### src/rtl/genius_pkg.sv
// Shared types and constants for the Genius round controller.
// Colour encoding and the index/round widths match the external sequence memory.
package genius_pkg;

   localparam int COLOR_W = 2;
   localparam int IDX_W   = 4;
   localparam int ROUND_W = 5;

   localparam logic [COLOR_W-1:0] ZERO = 2'd0;
   localparam logic [COLOR_W-1:0] ONE  = 2'd1;
   localparam logic [COLOR_W-1:0] TWO  = 2'd2;
   localparam logic [COLOR_W-1:0] NO_COLOR = 2'd3;

   localparam int unsigned MAX_ROUND_DEF = 16;

   typedef enum logic [2:0] {
      ST_IDLE,
      ST_FETCH,
      ST_SHOW,
      ST_GAP,
      ST_WAIT_IN,
      ST_WIN,
      ST_LOSE
   } state_e;

endpackage

### src/rtl/genius_round_ctrl_if.sv
// Game-facing bundle: start, sequence memory link, player buttons, LEDs and status.
// The controller takes the master side; the game board / memory take the slave side.
interface genius_round_ctrl_if;
   import genius_pkg::*;

   logic                 start;
   logic [IDX_W-1:0]     sequence_count;
   logic [COLOR_W-1:0]   current_number;
   logic                 btn_valid;
   logic [COLOR_W-1:0]   btn_color;
   logic                 led_en;
   logic [COLOR_W-1:0]   led_color;
   logic [ROUND_W-1:0]   round;
   logic                 win;
   logic                 lose;

   modport master (
      input  start, current_number, btn_valid, btn_color,
      output sequence_count, led_en, led_color, round, win, lose
   );

   modport slave (
      output start, current_number, btn_valid, btn_color,
      input  sequence_count, led_en, led_color, round, win, lose
   );

endinterface

### src/rtl/genius_round_ctrl_phase_timer.sv
// Loadable down-counter shared by the lit and dark playback phases.
// done_o pulses for one cycle once the loaded count has run out.
module phase_timer #(
   parameter int unsigned WIDTH = 8
) (
   input  logic             clk,
   input  logic             rst_n,
   input  logic             clear_i,
   input  logic             load_i,
   input  logic [WIDTH-1:0] value_i,
   output logic             done_o
);

   logic [WIDTH-1:0] count_q;
   logic             running_q;

   always_ff @(posedge clk or negedge rst_n) begin
      if (!rst_n) begin
         count_q   <= '0;
         running_q <= 1'b0;
      end else if (clear_i) begin
         count_q   <= '0;
         running_q <= 1'b0;
      end else if (load_i) begin
         count_q   <= value_i;
         running_q <= 1'b1;
      end else if (running_q) begin
         if (count_q == '0) begin
            running_q <= 1'b0;
         end else begin
            count_q <= count_q - 1'b1;
         end
      end
   end

   assign done_o = running_q && (count_q == '0);

endmodule

### src/rtl/genius_round_ctrl.sv
// Round controller for the Genius (Simon) game: plays back the first N colours
// from the external sequence memory, then checks the player's presses against them.
module genius_round_ctrl
   import genius_pkg::*;
#(
   parameter int unsigned SHOW_ON   = 25_000_000,
   parameter int unsigned SHOW_OFF  = 12_500_000,
   parameter int unsigned MAX_ROUND = MAX_ROUND_DEF
) (
   input  logic                clk,
   input  logic                rst_n,
   genius_round_ctrl_if.master bus
);

   localparam int unsigned T_MAX   = (SHOW_ON > SHOW_OFF) ? SHOW_ON : SHOW_OFF;
   localparam int          TIMER_W = (T_MAX > 1) ? $clog2(T_MAX) : 1;
   localparam logic [TIMER_W-1:0] ON_LOAD  = TIMER_W'(SHOW_ON - 1);
   localparam logic [TIMER_W-1:0] OFF_LOAD = TIMER_W'(SHOW_OFF - 1);
   localparam logic [ROUND_W-1:0] LAST_ROUND = ROUND_W'(MAX_ROUND);

   state_e               state_q;
   logic [IDX_W-1:0]     idx_q;
   logic [ROUND_W-1:0]   round_q;
   logic                 phaseShow_q;
   logic                 fetchCnt_q;
   logic [COLOR_W-1:0]   expected_q;
   logic                 ledEn_q;
   logic [COLOR_W-1:0]   ledColor_q;
   logic                 win_q;
   logic                 lose_q;

   logic                 timerLoad;
   logic [TIMER_W-1:0]   timerValue;
   logic                 timerDone;
   logic [IDX_W-1:0]     lastIdx;
   logic                 isLast;
   logic                 isMatch;

   assign lastIdx = IDX_W'(round_q - ROUND_W'(1));
   assign isLast  = (idx_q == lastIdx);
   assign isMatch = (bus.btn_color != NO_COLOR) && (bus.btn_color == expected_q);

   // The timer is armed on the edge that enters SHOW and again on the edge that enters GAP.
   always_comb begin
      timerLoad  = 1'b0;
      timerValue = '0;
      if (!bus.start) begin
         if (state_q == ST_FETCH && fetchCnt_q && phaseShow_q) begin
            timerLoad  = 1'b1;
            timerValue = ON_LOAD;
         end else if (state_q == ST_SHOW && timerDone) begin
            timerLoad  = 1'b1;
            timerValue = OFF_LOAD;
         end
      end
   end

   phase_timer #(
      .WIDTH (TIMER_W)
   ) u_phase_timer (
      .clk     (clk),
      .rst_n   (rst_n),
      .clear_i (bus.start),
      .load_i  (timerLoad),
      .value_i (timerValue),
      .done_o  (timerDone)
   );

   always_ff @(posedge clk or negedge rst_n) begin
      if (!rst_n) begin
         state_q     <= ST_IDLE;
         idx_q       <= '0;
         round_q     <= '0;
         phaseShow_q <= 1'b1;
         fetchCnt_q  <= 1'b0;
         expected_q  <= ZERO;
         ledEn_q     <= 1'b0;
         ledColor_q  <= ZERO;
         win_q       <= 1'b0;
         lose_q      <= 1'b0;
      end else if (bus.start) begin
         state_q     <= ST_FETCH;
         idx_q       <= '0;
         round_q     <= ROUND_W'(1);
         phaseShow_q <= 1'b1;
         fetchCnt_q  <= 1'b0;
         ledEn_q     <= 1'b0;
         ledColor_q  <= ZERO;
         win_q       <= 1'b0;
         lose_q      <= 1'b0;
      end else begin
         case (state_q)
            // Memory answers two edges after the index moves, so FETCH spans two cycles.
            ST_FETCH: begin
               if (!fetchCnt_q) begin
                  fetchCnt_q <= 1'b1;
               end else begin
                  fetchCnt_q <= 1'b0;
                  expected_q <= bus.current_number;
                  if (phaseShow_q) begin
                     state_q    <= ST_SHOW;
                     ledEn_q    <= 1'b1;
                     ledColor_q <= bus.current_number;
                  end else begin
                     state_q <= ST_WAIT_IN;
                  end
               end
            end
            ST_SHOW: begin
               if (timerDone) begin
                  state_q    <= ST_GAP;
                  ledEn_q    <= 1'b0;
                  ledColor_q <= ZERO;
               end
            end
            ST_GAP: begin
               if (timerDone) begin
                  state_q <= ST_FETCH;
                  if (isLast) begin
                     idx_q       <= '0;
                     phaseShow_q <= 1'b0;
                  end else begin
                     idx_q <= idx_q + 1'b1;
                  end
               end
            end
            ST_WAIT_IN: begin
               if (bus.btn_valid) begin
                  if (!isMatch) begin
                     state_q <= ST_LOSE;
                     lose_q  <= 1'b1;
                  end else if (!isLast) begin
                     state_q <= ST_FETCH;
                     idx_q   <= idx_q + 1'b1;
                  end else if (round_q == LAST_ROUND) begin
                     state_q <= ST_WIN;
                     win_q   <= 1'b1;
                  end else begin
                     state_q     <= ST_FETCH;
                     round_q     <= round_q + 1'b1;
                     idx_q       <= '0;
                     phaseShow_q <= 1'b1;
                  end
               end
            end
            default: begin
            end
         endcase
      end
   end

   assign bus.sequence_count = idx_q;
   assign bus.led_en         = ledEn_q;
   assign bus.led_color      = ledColor_q;
   assign bus.round          = round_q;
   assign bus.win            = win_q;
   assign bus.lose           = lose_q;

endmodule

### src/flat_wrapper.sv
// flat-port wrapper written by rule: the top's interface ports become plain ports
module genius_round_ctrl_flat import genius_pkg::*;
#(
   parameter int unsigned SHOW_ON   = 25_000_000,
   parameter int unsigned SHOW_OFF  = 12_500_000,
   parameter int unsigned MAX_ROUND = MAX_ROUND_DEF
)
  (clk, rst_n, bus_start, bus_current_number, bus_btn_valid, bus_btn_color, bus_sequence_count, bus_led_en, bus_led_color, bus_round, bus_win, bus_lose);
  genius_round_ctrl_if bus_i ();
  input  logic clk;
  input  logic rst_n;
  input wire logic [$bits(bus_i.start)-1:0] bus_start;
  input wire logic [$bits(bus_i.current_number)-1:0] bus_current_number;
  input wire logic [$bits(bus_i.btn_valid)-1:0] bus_btn_valid;
  input wire logic [$bits(bus_i.btn_color)-1:0] bus_btn_color;
  output wire logic [$bits(bus_i.sequence_count)-1:0] bus_sequence_count;
  output wire logic [$bits(bus_i.led_en)-1:0] bus_led_en;
  output wire logic [$bits(bus_i.led_color)-1:0] bus_led_color;
  output wire logic [$bits(bus_i.round)-1:0] bus_round;
  output wire logic [$bits(bus_i.win)-1:0] bus_win;
  output wire logic [$bits(bus_i.lose)-1:0] bus_lose;
  assign bus_i.start = bus_start;
  assign bus_i.current_number = bus_current_number;
  assign bus_i.btn_valid = bus_btn_valid;
  assign bus_i.btn_color = bus_btn_color;
  assign bus_sequence_count = bus_i.sequence_count;
  assign bus_led_en = bus_i.led_en;
  assign bus_led_color = bus_i.led_color;
  assign bus_round = bus_i.round;
  assign bus_win = bus_i.win;
  assign bus_lose = bus_i.lose;
  genius_round_ctrl #(.SHOW_ON(SHOW_ON), .SHOW_OFF(SHOW_OFF), .MAX_ROUND(MAX_ROUND)) u_core (.clk(clk), .rst_n(rst_n), .bus(bus_i));
endmodule
### config.mk
export PLATFORM = sky130hd
export DESIGN_NAME = genius_round_ctrl_flat
export DESIGN_NICKNAME = d
export VERILOG_FILES = /design/src/rtl/genius_pkg.sv /design/src/rtl/genius_round_ctrl_if.sv /design/src/rtl/genius_round_ctrl_phase_timer.sv /design/src/rtl/genius_round_ctrl.sv /design/src/flat_wrapper.sv
export SDC_FILE = /design/constraint.sdc
export NUM_CORES = 1
export LEC_CHECK = 0
export BUFFER_PORTS_ARGS = -buffer_cell sky130_fd_sc_hd__buf_2
export CORE_MARGIN = 2
export CORE_UTILIZATION = 45
export CTS_CLUSTER_DIAMETER = 30
export DETAILED_ROUTE_END_ITERATION = 10
export PLACE_DENSITY = 0.76
export SYNTH_ARGS = -nofsm -noshare
export SYNTH_HDL_FRONTEND = slang
export SYNTH_HIERARCHICAL = 1
export SYNTH_SLANG_ARGS = --single-unit
### constraint.sdc
create_clock -name clk -period 3.1 [get_ports clk]
set_clock_uncertainty 0.15 [all_clocks]
set_input_delay 0.62 -clock clk [delete_from_list [all_inputs] [get_ports clk]]
set_output_delay 0.62 -clock clk [all_outputs]
set_load 0.03 [all_outputs]
Word level (Yosys, flattened, before mapping). Index checks and enable logic that the tools add are counted.

Register bits after elaboration: 47. Bits of input ports: 8. Output and inout bits: 14. Logic and storage cells: 131.

Add/subtract/negate cells: 4. Equality and inequality tests: 21. Muxes and demuxes: 68. Bitwise gates (word level): 1. Reductions and logical operators: 25.

Operators with widths (number): $mux 25 (5); $mux 1 (31); $mux 5 (6); $mux 4 (7); $mux 3 (9); $logic_not 25->1 (1); $sub 25x1->25 const B (1); $mux 24 (1); $ne 3x2->1 const B (8); $reduce_and 5->1 (4); $pmux 3 s4 (1); $reduce_bool 2->1 (6); $reduce_bool 3->1 (3); $mux 2 (4); $pmux 4 s2 (1); $reduce_and 7->1 (1); $eq 3x2->1 const B (2); $ne 2x2->1 const B (3); $ne 3x3->1 const B (2); $reduce_and 3->1 (2); $add 5x1->5 const B (1); $eq 5x5->1 const B (1); $logic_and 1x1->1 (5); $reduce_bool 5->1 (1); other kinds (12) (13).

Longest topological paths before layout. Gate-level depths: netlist of the first run.

Depth in word-level cells: 8. Gate-level depth with buffers: 12. Gate-level depth less buffers: 11.

By module. The synthesis of the first run kept the hierarchy.

By module, submodules not included: phase_timer (times used 1, cells each 186, area each 1732.9 um^2, sequential area each 650.6 um^2); genius_round_ctrl (times used 1, cells each 130, area each 1282.5 um^2, sequential area each 526.8 um^2).

Worst setup path after synthesis of the first run. OpenSTA, ideal clock, no wires.

Kind: flip-flop to flip-flop. Start point: register u_core.u_phase_timer.count_q[20]. End point: register u_core.u_phase_timer.count_q[13]. Library setup time: 137 ps. Data arrival time: 3051 ps. Required time: 2813 ps. Path slack: -238 ps. Cell stages (with the launch flop): 11. Buffers on the path: 1. Clock period less this slack: 3338 ps. Cells stage by stage: dfrtp_1 -> or4_4 -> or4_1 -> nor3_1 -> nand2_1 -> nor4_1 -> or2_2 -> clkbuf_1 -> nor3_1 -> a22oi_1 -> a21oi_1.

Cells in the longest elaborated chain, start to end: 8. Elaborated cells between the ends (all ways): 13. Classes of those cells: eq/ne (1); mux (7); reduce/logical (5).

Ends and longest elaborated chain: start: declaration (line genius_round_ctrl_phase_timer.sv:14) `logic [WIDTH-1:0] count_q;`; start signal: assignment (line genius_round_ctrl_phase_timer.sv:25) `count_q <= value_i;`; start signal: assignment (line genius_round_ctrl_phase_timer.sv:31) `count_q <= count_q - 1'b1;`; $logic_not 25->1 (*) (line genius_round_ctrl_phase_timer.sv:36) `assign done_o = running_q && (count_q == '0);`; $logic_and 1x1->1 (*) (line genius_round_ctrl_phase_timer.sv:36); named net u_core.timerDone (line genius_round_ctrl.sv:34) `logic timerDone;`; $logic_and 1x1->1 (*) (line genius_round_ctrl.sv:51) `end else if (state_q == ST_SHOW && timerDone) begin`; $mux 1 (*) (line genius_round_ctrl.sv:51); $mux 1 (*) (line genius_round_ctrl.sv:48) `if (state_q == ST_FETCH && fetchCnt_q && phaseShow_q) begin`; $mux 1 (*) (line genius_round_ctrl.sv:47) `if (!bus.start) begin`; named net u_core.timerLoad (line genius_round_ctrl.sv:32) `logic timerLoad;`; $ne 3x2->1 (no line), or another cell as far along; $reduce_and 2->1 (no line) or $mux 25 (tied branches).

Mark *: on every way through the listed nets, which the timed path passes. The rest lies on a longest branch. A chain may end at the register's enable or synchronous reset.

Worst setup path in the final report of the first run.
Start point: register u_core.u_phase_timer.count_q[23]. End point: register u_core.idx_q[3], in the netlist u_core/bus.sequence_count[3].

Cells in the longest elaborated chain, start to end: 4.

Ends and longest elaborated chain: $logic_not 25->1 (line genius_round_ctrl_phase_timer.sv:36); $logic_and 1x1->1 (line genius_round_ctrl_phase_timer.sv:36); named net u_core.timerDone (line genius_round_ctrl.sv:34); $ne 3x2->1 (no line); $reduce_and 5->1 (no line); end signal: assignment (line genius_round_ctrl.sv:123) `idx_q <= idx_q + 1'b1;`; end signal: assignment (line genius_round_ctrl.sv:134) `idx_q <= idx_q + 1'b1;`; end: declaration (line genius_round_ctrl.sv:22) `logic [IDX_W-1:0] idx_q;`.

The timed path passes the listed nets, and every way through them passes these cells.

==> results.toml, run 1 <==
[cts]
cts_sinks = 47
clk_latency_ns = 0.30
cts_tree = "built"
cts_made_buffers = 5
cts_buffer_depth = 2
cts_resized = 3
path_clk_slew_ns = 0.09
cts_root_buffer = "clkbuf_8"
post_cts_buffers = 0
htree_levels = 2
cts_hold_buf = 0

[setup_path]
crit_chain = "or4_4, or4_4, nor3_4, buf_4, a41o_1, a21oi_1, or4_1, a31oi_1"
critPathBufInv = 1
critical_path_class = "reg2reg"
cp_top_family = "simple AND/OR/NAND/NOR gates"
cp-start-kind = "flop"
required_ns = 3.17
cp_max_fo = 6
cpPeakStageDelay_ns = 0.54
end_kind = "flop"
crit_arrival_ns = 2.99
cp_slowest_cell = "or4_4"
crit_top_cell = "or4_4"

[global_route]
antenna_found_initial = 0
grt_pass1_vias = 2474
grt_max_degree = 32
grt_pass1_wl_um = 12100
globalRoute.totalOverflow = 0
grt_usage_pct = 20.3

[placement]
port_buffers = 21
gp_congestion = 0.867
dp_slack_ns = -0.0958
placed_area_um2 = 3380
hpwl_um = 5000
dp_cells = 427

[synth]
syn_area_um2 = 3020
seq_area_frac_synth_pct = 39.0
ys_warn_count = 6
synth-seq-cells = 47
synthFlopType = "dfrtp_1"
synth_cell_types = 70
postSynthCellCount = 316
synth_edf_count = 0
async_flop_share_pct = 100
postSynthAreaPerCell_um2 = 9.54

[power]
p_leak_nw = 1.48
power_frac_seq_pct = 27.7
power_density_nw_per_um2 = 991
combPwrFrac_pct = 58.8
p_clk_share_pct = 13.5
ir_drop_mv = 0.518
power_switching_w = 0.00161
p_int_w = 0.00189
switching_share_pct = 45.9

[die]
pin_count = 22
rows = 29
initial_core_util_pct = 47.0
die_area_um2 = 7370
core_area_um2 = 6420
die_w_um = 85.9
die_y_um = 85.9

[final_layout]
fin_area_um2 = 3530
final_common_cell = "dfrtp_1"
final_cells = 435
nets = 371
fillCellCount = 563
layout_common_cells = "dfrtp_1 (46), nor2_1 (33), buf_4 (25)"
n_antenna_cell = 0
area_growth_pct = 17.0
drive_gt1_share_pct = 24.3

[drt]
firstDrtPassIters = 4
via_per_inst = 5.94
via_count = 2582
detail-route-antenna-nets = 0
drt-total-wl_um = 7070
drc = 0
wl_per_cell_um = 16.2
drt_first_iter_violations = 172

[timing]
setup_viol = 0
rsz0062_at_grt = "no"
finalWorstSetupSlack_ns = 0.176
hold_violations = 0
slew_violations = 0
finalCriticalPeriod_ns = 2.92
slew_headroom_pct = 64.0
period_share_pct = 94.3
timing.fmax_ghz = 0.342
tns_ns = 0
worstMarginPinSlew_ns = 0.536

[outcome]
outcome = "finished clean"

[job]
maxCapViolations = 0

[worst_hold_path]
hold_class = "in2async"
==> cells in the mapped netlist (5+ instances only) <==
cell type  count  area, µm²
clkbuf_1      12       45.0
nor4_1         7       43.8
xor2_1         5       43.8
xnor2_1       20        175
nand2_1       11       41.3
nor2_1        33        124
and4_1         5       43.8
ha_1           6       75.1
inv_1         11       41.3
nor3_1        15       75.1
o21ai_0        5       25.0
nand3_1        7       35.0
a21oi_1       18       90.1
dfrtp_1       46       1150
a211oi_1      24        180
==> per-stage QoR <==
stage / utilization [%] / total power (W) / hold WS, ns
2_1_floorplan: - / 0.00232 / 0.174
3_3_place_gp: 52.7 / 0.00291 / 0.307
3_5_place_dp: 52.7 / 0.00293 / 0.320
4_1_cts: 54.6 / 0.00344 / 0.0971
5_1_grt: 54.9 / 0.00374 / 0.124
6_report: 54.9 / 0.00350 / 0.0821
==> sequential cells by signal, indices dropped and copies added, names as in the netlist <==
| register | flops |
|---|---|
| u_core/bus.win | 1 |
| u_core/bus.round | 5 |
| u_core/expected_q | 2 |
| u_core/u_phase_timer/count_q | 25 |
| u_core/phaseShow_q | 1 |
| u_core/state_q | 3 |
| u_core/bus.led_color | 2 |
| u_core/bus.lose | 1 |
| u_core/bus.led_en | 1 |
| u_core/bus.sequence_count | 4 |
| u_core/u_phase_timer/running_q | 1 |
| u_core/fetchCnt_q | 1 |
==> area by class of cell <==
class / count / area (µm²) / share of cell area [%]
Clock buffer: 6 / 82.6 / 2.34
Clock inverter: 2 / 35.0 / 0.993
Inverter: 12 / 46.3 / 1.31
Multi-Input combinational cell: 243 / 1770 / 50.1
Sequential cell: 47 / 1180 / 33.4
Tap cell: 77 / 96.3 / 2.73
Timing Repair Buffer: 48 / 324 / 9.18
==> cell families (layout without fill, tap and decap cells) <==
group,Yosys count,in the layout,share of synthesized area (%)
and+or+nand+nor,123,123,24.6
other,1,4,0.124
adders and majority gates,6,6,2.49
muxes,4,4,1.45
xor gates and xnor gates,26,26,8.05
AOI/OAI and AO/OA,80,80,20.4
DFF,47,47,39.0
buffers and inverters,29,68,3.82
==> power by group through the flow <==
stage               Sequential, W  Combinational [W]  Clock (W)
floorplan                0.000945            0.00137          0
global placement         0.000969            0.00194          0
detailed placement       0.000974            0.00196          0
CTS                      0.000963            0.00199   0.000489
global route             0.000999            0.00224   0.000503
finish                   0.000970            0.00206   0.000471
==> worst register-to-register path, stage by stage (launching register included) <==
cell and delay [ns]:
dfrtp_1 0.40, or4_4 0.54, or4_4 0.47, nor3_4 0.16, buf_4 0.14, a41o_1 0.20, a21oi_1 0.11, or4_1 0.51
a31oi_1 0.17
==> final timing paths <==
check,startpoint,to,slack [ns],depth (start not counted)
setup / recovery,u_core/u_phase_timer/count_q[23]$_DFFE_PN0P_,u_core/bus.sequence_count[3]$_DFFE_PN0P_,0.18,8
hold / removal,rst_n,u_core/u_phase_timer/count_q[11]$_DFFE_PN0P_,0.08,1
setup reg to reg,u_core/u_phase_timer/count_q[23]$_DFFE_PN0P_,u_core/bus.sequence_count[3]$_DFFE_PN0P_,0.18,8
hold reg to reg,u_core/bus.led_en$_DFFE_PN0P_,u_core/bus.led_en$_DFFE_PN0P_,0.34,1
max in group asynchronous,rst_n,u_core/phaseShow_q$_DFFE_PN1P_,1.92,2
min in group clk,u_core/bus.led_en$_DFFE_PN0P_,u_core/bus.led_en$_DFFE_PN0P_,0.34,1
==> metal layers <==
metal / share of wire (%) / vias up / GRT usage [%]
met5: 0 / - / 0
met4: 0.81 / 0 / 5.19
met3: 4.3 / 4 / 2.89
met2: 50 / 57 / 33.9
met1: 45 / 1255 / 27.9
li1: - / 1266 / -
No activity file was read; power rests on OpenSTA's default activity.
==> run 2: changes to the inputs <==
GPL_TIMING_DRIVEN = 0   (was unset)
MAX_ROUTING_LAYER = met4   (was unset)
==> run 2 against run 1 <==
Clock power fell by 13%. Maximum frequency fell by 4.2%. Sequential share of layout area fell by 0.32 points. First-iteration DRC count rose by 30%. Critical path depth did not move. Design area rose by 0.96%. Register-to-register slack got worse by 0.13 ns. Wire length rose by 7.6%. Critical endpoint is now u_core/bus.sequence_count[2]$_DFFE_PN0P_. Combinational power barely moved. Setup slack got worse by 0.13 ns. Hold slack improved by 0.26 ns.
==> results.toml, run 2 (synthesized netlist as in run 1, its figures left out) <==
[outcome]
outcome = "finished clean"

[setup_path]
cp_slowest_cell = "or4b_4"
crit_path_start = "u_core/u_phase_timer/count_q[21]$_DFFE_PN0P_"
r2r_start = "u_core/u_phase_timer/count_q[21]$_DFFE_PN0P_"
end_kind = "flop"
crit_arrival_ns = 3.13
crit_chain = "or4_4, or4_4, nor3_4, buf_4, a41o_1, a21oi_4, or4b_4, a31oi_4"
cpPeakStageDelay_ns = 0.58
required_ns = 3.18
cp-start-kind = "flop"
crit_top_cell = "or4_4"
critical_path_class = "reg2reg"
cp_max_fo = 9

[global_route]
grt_pass1_vias = 2669
grt_usage_pct = 22.5
antenna_found_initial = 0
grt_max_degree = 48
globalRoute.totalOverflow = 0
grt_pass1_wl_um = 12900

[final_layout]
regMostFlops = "u_core/u_phase_timer/count_q"
final_util_pct = 55.5
largest_reg_flops = 25
area_growth_pct = 18.1
fillCellCount = 554
final_common_cell = "dfrtp_1"
drive_gt1_share_pct = 26.0
final_cells = 439
layout_common_cells = "dfrtp_1 (46), nor2_1 (32), buf_2 (23)"
n_antenna_cell = 0
nets = 375

[cts]
cts_hold_buf = 0
clk_latency_ns = 0.32
path_clk_slew_ns = 0.11
cts_root_buffer = "clkbuf_8"
cts_made_buffers = 5
cts_buffer_depth = 2
cts_sinks = 47
cts_tree = "built"
htree_levels = 2

[placement]
gp_congestion = 0.934
hpwl_um = 5060
dp_cells = 418
dp_slack_ns = -0.805
port_buffers = 21

[die]
die_area_um2 = 7370
die_w_um = 85.9
pin_count = 22
initial_core_util_pct = 47.0
die_y_um = 85.9
core_area_um2 = 6420
rows = 29

[power]
p_clk_share_pct = 12.1
power_frac_seq_pct = 28.2
p_int_w = 0.00172
power_density_nw_per_um2 = 952
p_leak_nw = 1.45
combPwrFrac_pct = 59.8
power_switching_w = 0.00167
switching_share_pct = 49.4
ir_drop_mv = 0.518

[worst_hold_path]
hold_class = "in2async"

[timing]
slew_headroom_pct = 28.3
hold_violations = 0
worstMarginPinSlew_ns = 1.07
period_share_pct = 98.4
finalWorstSetupSlack_ns = 0.0487
tns_ns = 0
rsz0062_at_grt = "yes"
finalCriticalPeriod_ns = 3.05
timing.fmax_ghz = 0.328
setup_viol = 0
slew_violations = 0

[drt]
wl_per_cell_um = 17.3
via_per_inst = 6.23
firstDrtPassIters = 6
drc = 0
drt-total-wl_um = 7600
drt_first_iter_violations = 223
via_count = 2736
detail-route-antenna-nets = 0

[job]
maxCapViolations = 0
-- run 2: cell types whose count changed in the layout (fill, tap and decap cells not counted), sizes merged --
cell and delta:
clkbuf +8, buf -5, inv +3, bufinv -1
clkinv -1
-- run 2: worst paths after layout --
kind | end | cells after the start | slack (ns)
setup / recovery | u_core/bus.sequence_count[2]$_DFFE_PN0P_ | 8 | 0.05
hold / removal | u_core/u_phase_timer/count_q[21]$_DFFE_PN0P_ | 1 | 0.35
setup reg to reg | u_core/bus.sequence_count[2]$_DFFE_PN0P_ | 8 | 0.05
hold reg to reg | u_core/bus.led_en$_DFFE_PN0P_ | 1 | 0.35
max in group asynchronous | u_core/u_phase_timer/count_q[18]$_DFFE_PN0P_ | 1 | 1.80
min in group clk | u_core/bus.led_en$_DFFE_PN0P_ | 1 | 0.35
-- run 2: through the flow --
step / total power [W] / hold slack [ns] / area [µm²]
final: 0.00339 / 0.346 / 3560
after global routing: 0.00359 / 0.378 / 3560
after CTS: 0.00329 / 0.350 / 3470
after detailed placement: 0.00270 / 0.325 / 3250
after global placement: 0.00266 / 0.308 / 3240
after floorplan: 0.00232 / 0.174 / 3040
-- run 2: repair_timing --
action,CTS,global route
gates resized for setup,19,13
pin swaps,5,7
setup buffers,8,5
endpoints found under the setup margin,28,28
cloned,0,0
-- run 2: area by class of cell --
| class | count | area, µm² | area share, % |
|---|---|---|---|
| inverter | 12 | 47.5 | 1.33 |
| multi-input combinational | 243 | 1840 | 51.6 |
| sequential | 47 | 1180 | 33.1 |
| timing repair buffer | 35 | 214 | 6.01 |
| clock inverter | 3 | 26.3 | 0.738 |
| clock buffer | 5 | 68.8 | 1.93 |
| tap | 77 | 96.3 | 2.70 |
| buffer | 17 | 92.6 | 2.60 |
-- run 2: metal layers --
metal	wire length (µm)	track usage, %	share of wire, %	up-vias
li1	-	-	-	1277
met1	3400	30.0	45	1333
met2	3600	34.3	47	109
met3	453	3.95	6.0	17
met4	149	8.37	2.0	0
met5	0	-	0	-
-- run 2: critical path: cells and delay by family (launching register included) --
family / cells / cell delay (ns)
simple gates: 4 / 1.81
flops: 1 / 0.43
buf+inv: 1 / 0.15
compound gates: 3 / 0.43
-- run 2: power groups by stage --
stage | clock network [W] | logic, W | registers, W
2_1_floorplan | 0 | 0.00137 | 0.000945
3_3_place_gp | 0 | 0.00170 | 0.000955
3_5_place_dp | 0 | 0.00174 | 0.000963
4_1_cts | 0.000421 | 0.00192 | 0.000950
5_1_grt | 0.000440 | 0.00217 | 0.000981
6_report | 0.000409 | 0.00203 | 0.000955
==> run 3: changes to the inputs <==
PLACE_DENSITY = unset   (was 0.76)
PLACE_DENSITY_LB_ADDON = 0.2   (was unset)
==> run 3 against run 2 <==
Hold slack got worse by 0.013 ns. Setup slack improved by 0.087 ns. Global-route usage increased by 0.37 points. Die area unchanged. Critical path depth increased by 2. Register-to-register slack improved by 0.09 ns. Critical path type unchanged. Highest routed layer unchanged.
==> results.toml, run 3 (synthesized netlist as in run 1, its figures left out) <==
[outcome]
outcome = "finished clean"

[timing]
hold_violations = 0
slew_violations = 0
setup_viol = 0
finalCriticalPeriod_ns = 2.96
rsz0062_at_grt = "no"
period_share_pct = 95.6
slew_headroom_pct = 27.6
finalWorstSetupSlack_ns = 0.135
worstMarginPinSlew_ns = 1.09
timing.fmax_ghz = 0.337

[global_route]
grt_usage_pct = 22.9
antenna_found_initial = 0
busiest_layer = "met2"
met2_usage_pct = 39.4
globalRoute.totalOverflow = 0
grt_max_degree = 48
grt_pass1_wl_um = 13200
grt_use_met1_pct = 28.5
grt_pass1_vias = 2707
gr-usage-met3_pct = 2.60

[cts]
cts_buffer_depth = 2
htree_levels = 2
clk_latency_ns = 0.31
cts_hold_buf = 0
cts_sinks = 47
cts_made_buffers = 5
path_clk_slew_ns = 0.10
cts_root_buffer = "clkbuf_8"
cts_tree = "built"

[final_layout]
fin_area_um2 = 3500
final_util_pct = 54.4
largest_reg_flops = 25
regMostFlops = "u_core/u_phase_timer/count_q"
area_growth_pct = 15.9
final_common_cell = "dfrtp_1"
fillCellCount = 576
nets = 369
layout_common_cells = "dfrtp_1 (46), nor2_1 (32), buf_2 (23)"
drive_gt1_share_pct = 23.3
n_antenna_cell = 0

[worst_hold_path]
hold_class = "reg2reg"

[setup_path]
required_ns = 3.13
ff2ff_setup_slack_ns = 0.14
crit_arrival_ns = 2.99
cp_max_fo = 10
critical_path_class = "reg2reg"
cp-start-kind = "flop"
end_kind = "flop"

[power]
power_frac_seq_pct = 28.1
p_clk_share_pct = 14.0
p_leak_nw = 1.42
p_int_w = 0.00177
power_switching_w = 0.00162
ir_drop_mv = 0.452
switching_share_pct = 47.8
combPwrFrac_pct = 57.9
power_density_nw_per_um2 = 968

[die]
die_y_um = 85.9
die_w_um = 85.9
rows = 29
initial_core_util_pct = 47.0
pin_count = 22
core_area_um2 = 6420
die_area_um2 = 7370

[drt]
drt_first_iter_violations = 187
drt-total-wl_um = 7540
detail-route-antenna-nets = 0
drc = 0
firstDrtPassIters = 4
wl_per_cell_um = 17.4
via_count = 2655
via_per_inst = 6.13

[placement]
placed_area_um2 = 3250
dp_slack_ns = -0.869
hpwl_um = 5130
gp_congestion = 0.967
port_buffers = 21

[job]
maxCapViolations = 0
run 3: cell count changes in the layout (fill, tap and decap cells not counted), sizes merged:
cell      delta
clkinvlp     +1
bufinv       +1
clkinv       -1
clkbuf       +2
buf          -8
inv          -1
run 3: power groups by stage:
stage               clock, W  sequential, W  combinational (W)
finish              0.000475       0.000950            0.00196
global route        0.000503       0.000974            0.00214
CTS                 0.000489       0.000947            0.00191
detailed placement         0       0.000961            0.00175
global placement           0       0.000958            0.00173
floorplan                  0       0.000945            0.00137
run 3: critical path: stages (launching register included):
cell and delay [ns]:
dfrtp_1 0.41, or4_4 0.58, or4_4 0.47, nor3_4 0.19, nand2_2 0.11, nor4_4 0.18
or2_4 0.22, buf_4 0.19, nor3_1 0.07, a22oi_1 0.17, a21oi_1 0.09
run 3: cell type report:
cell class	instances	area, µm²	share of cell area [%]
multi-input combinational	243	1800	51.5
tap	77	96.3	2.76
clock buffer	5	68.8	1.97
sequential	47	1180	33.7
timing repair buffer	29	165	4.72
inverter	12	47.5	1.36
clock inverter	3	46.3	1.32
buffer	17	95.1	2.72
run 3: what timing repair did:
action,4_1_cts,5_1_grt
gates resized for setup,19,4
pin swaps,4,6
buffers inserted,5,2
endpoints found under the setup margin,26,26
run 3: worst paths after layout:
check,start,end,depth (start not counted)
min in group asynchronous,rst_n,u_core/u_phase_timer/count_q[15]$_DFFE_PN0P_,1
worst max-delay path,u_core/u_phase_timer/count_q[23]$_DFFE_PN0P_,u_core/u_phase_timer/count_q[13]$_DFFE_PN0P_,10
max in group asynchronous,rst_n,u_core/bus.round[0]$_DFFE_PN0P_,1
worst min register to register,u_core/bus.led_en$_DFFE_PN0P_,u_core/bus.led_en$_DFFE_PN0P_,1
worst min-delay path,u_core/bus.led_en$_DFFE_PN0P_,u_core/bus.led_en$_DFFE_PN0P_,1
worst max register to register,u_core/u_phase_timer/count_q[23]$_DFFE_PN0P_,u_core/u_phase_timer/count_q[13]$_DFFE_PN0P_,10
run 3: per-layer routing:
metal  share of wire, %  vias up
met4                1.8        0
li1                   -     1267
met3                3.3       18
met1                 45     1300
met5                  0        -
met2                 50       70
run 3: per-stage QoR:
| step | hold WS, ns | cells | TNS (ns) | total power (W) |
|---|---|---|---|---|
| 2_1_floorplan | 0.174 | 319 | 0 | 0.00232 |
| 3_3_place_gp | 0.310 | 417 | -20.96 | 0.00269 |
| 3_5_place_dp | 0.311 | 418 | -20.45 | 0.00271 |
| 4_1_cts | 0.336 | 431 | -0.0136 | 0.00334 |
| 5_1_grt | 0.371 | 433 | 0 | 0.00361 |
| 6_report | 0.333 | 433 | 0 | 0.00338 |
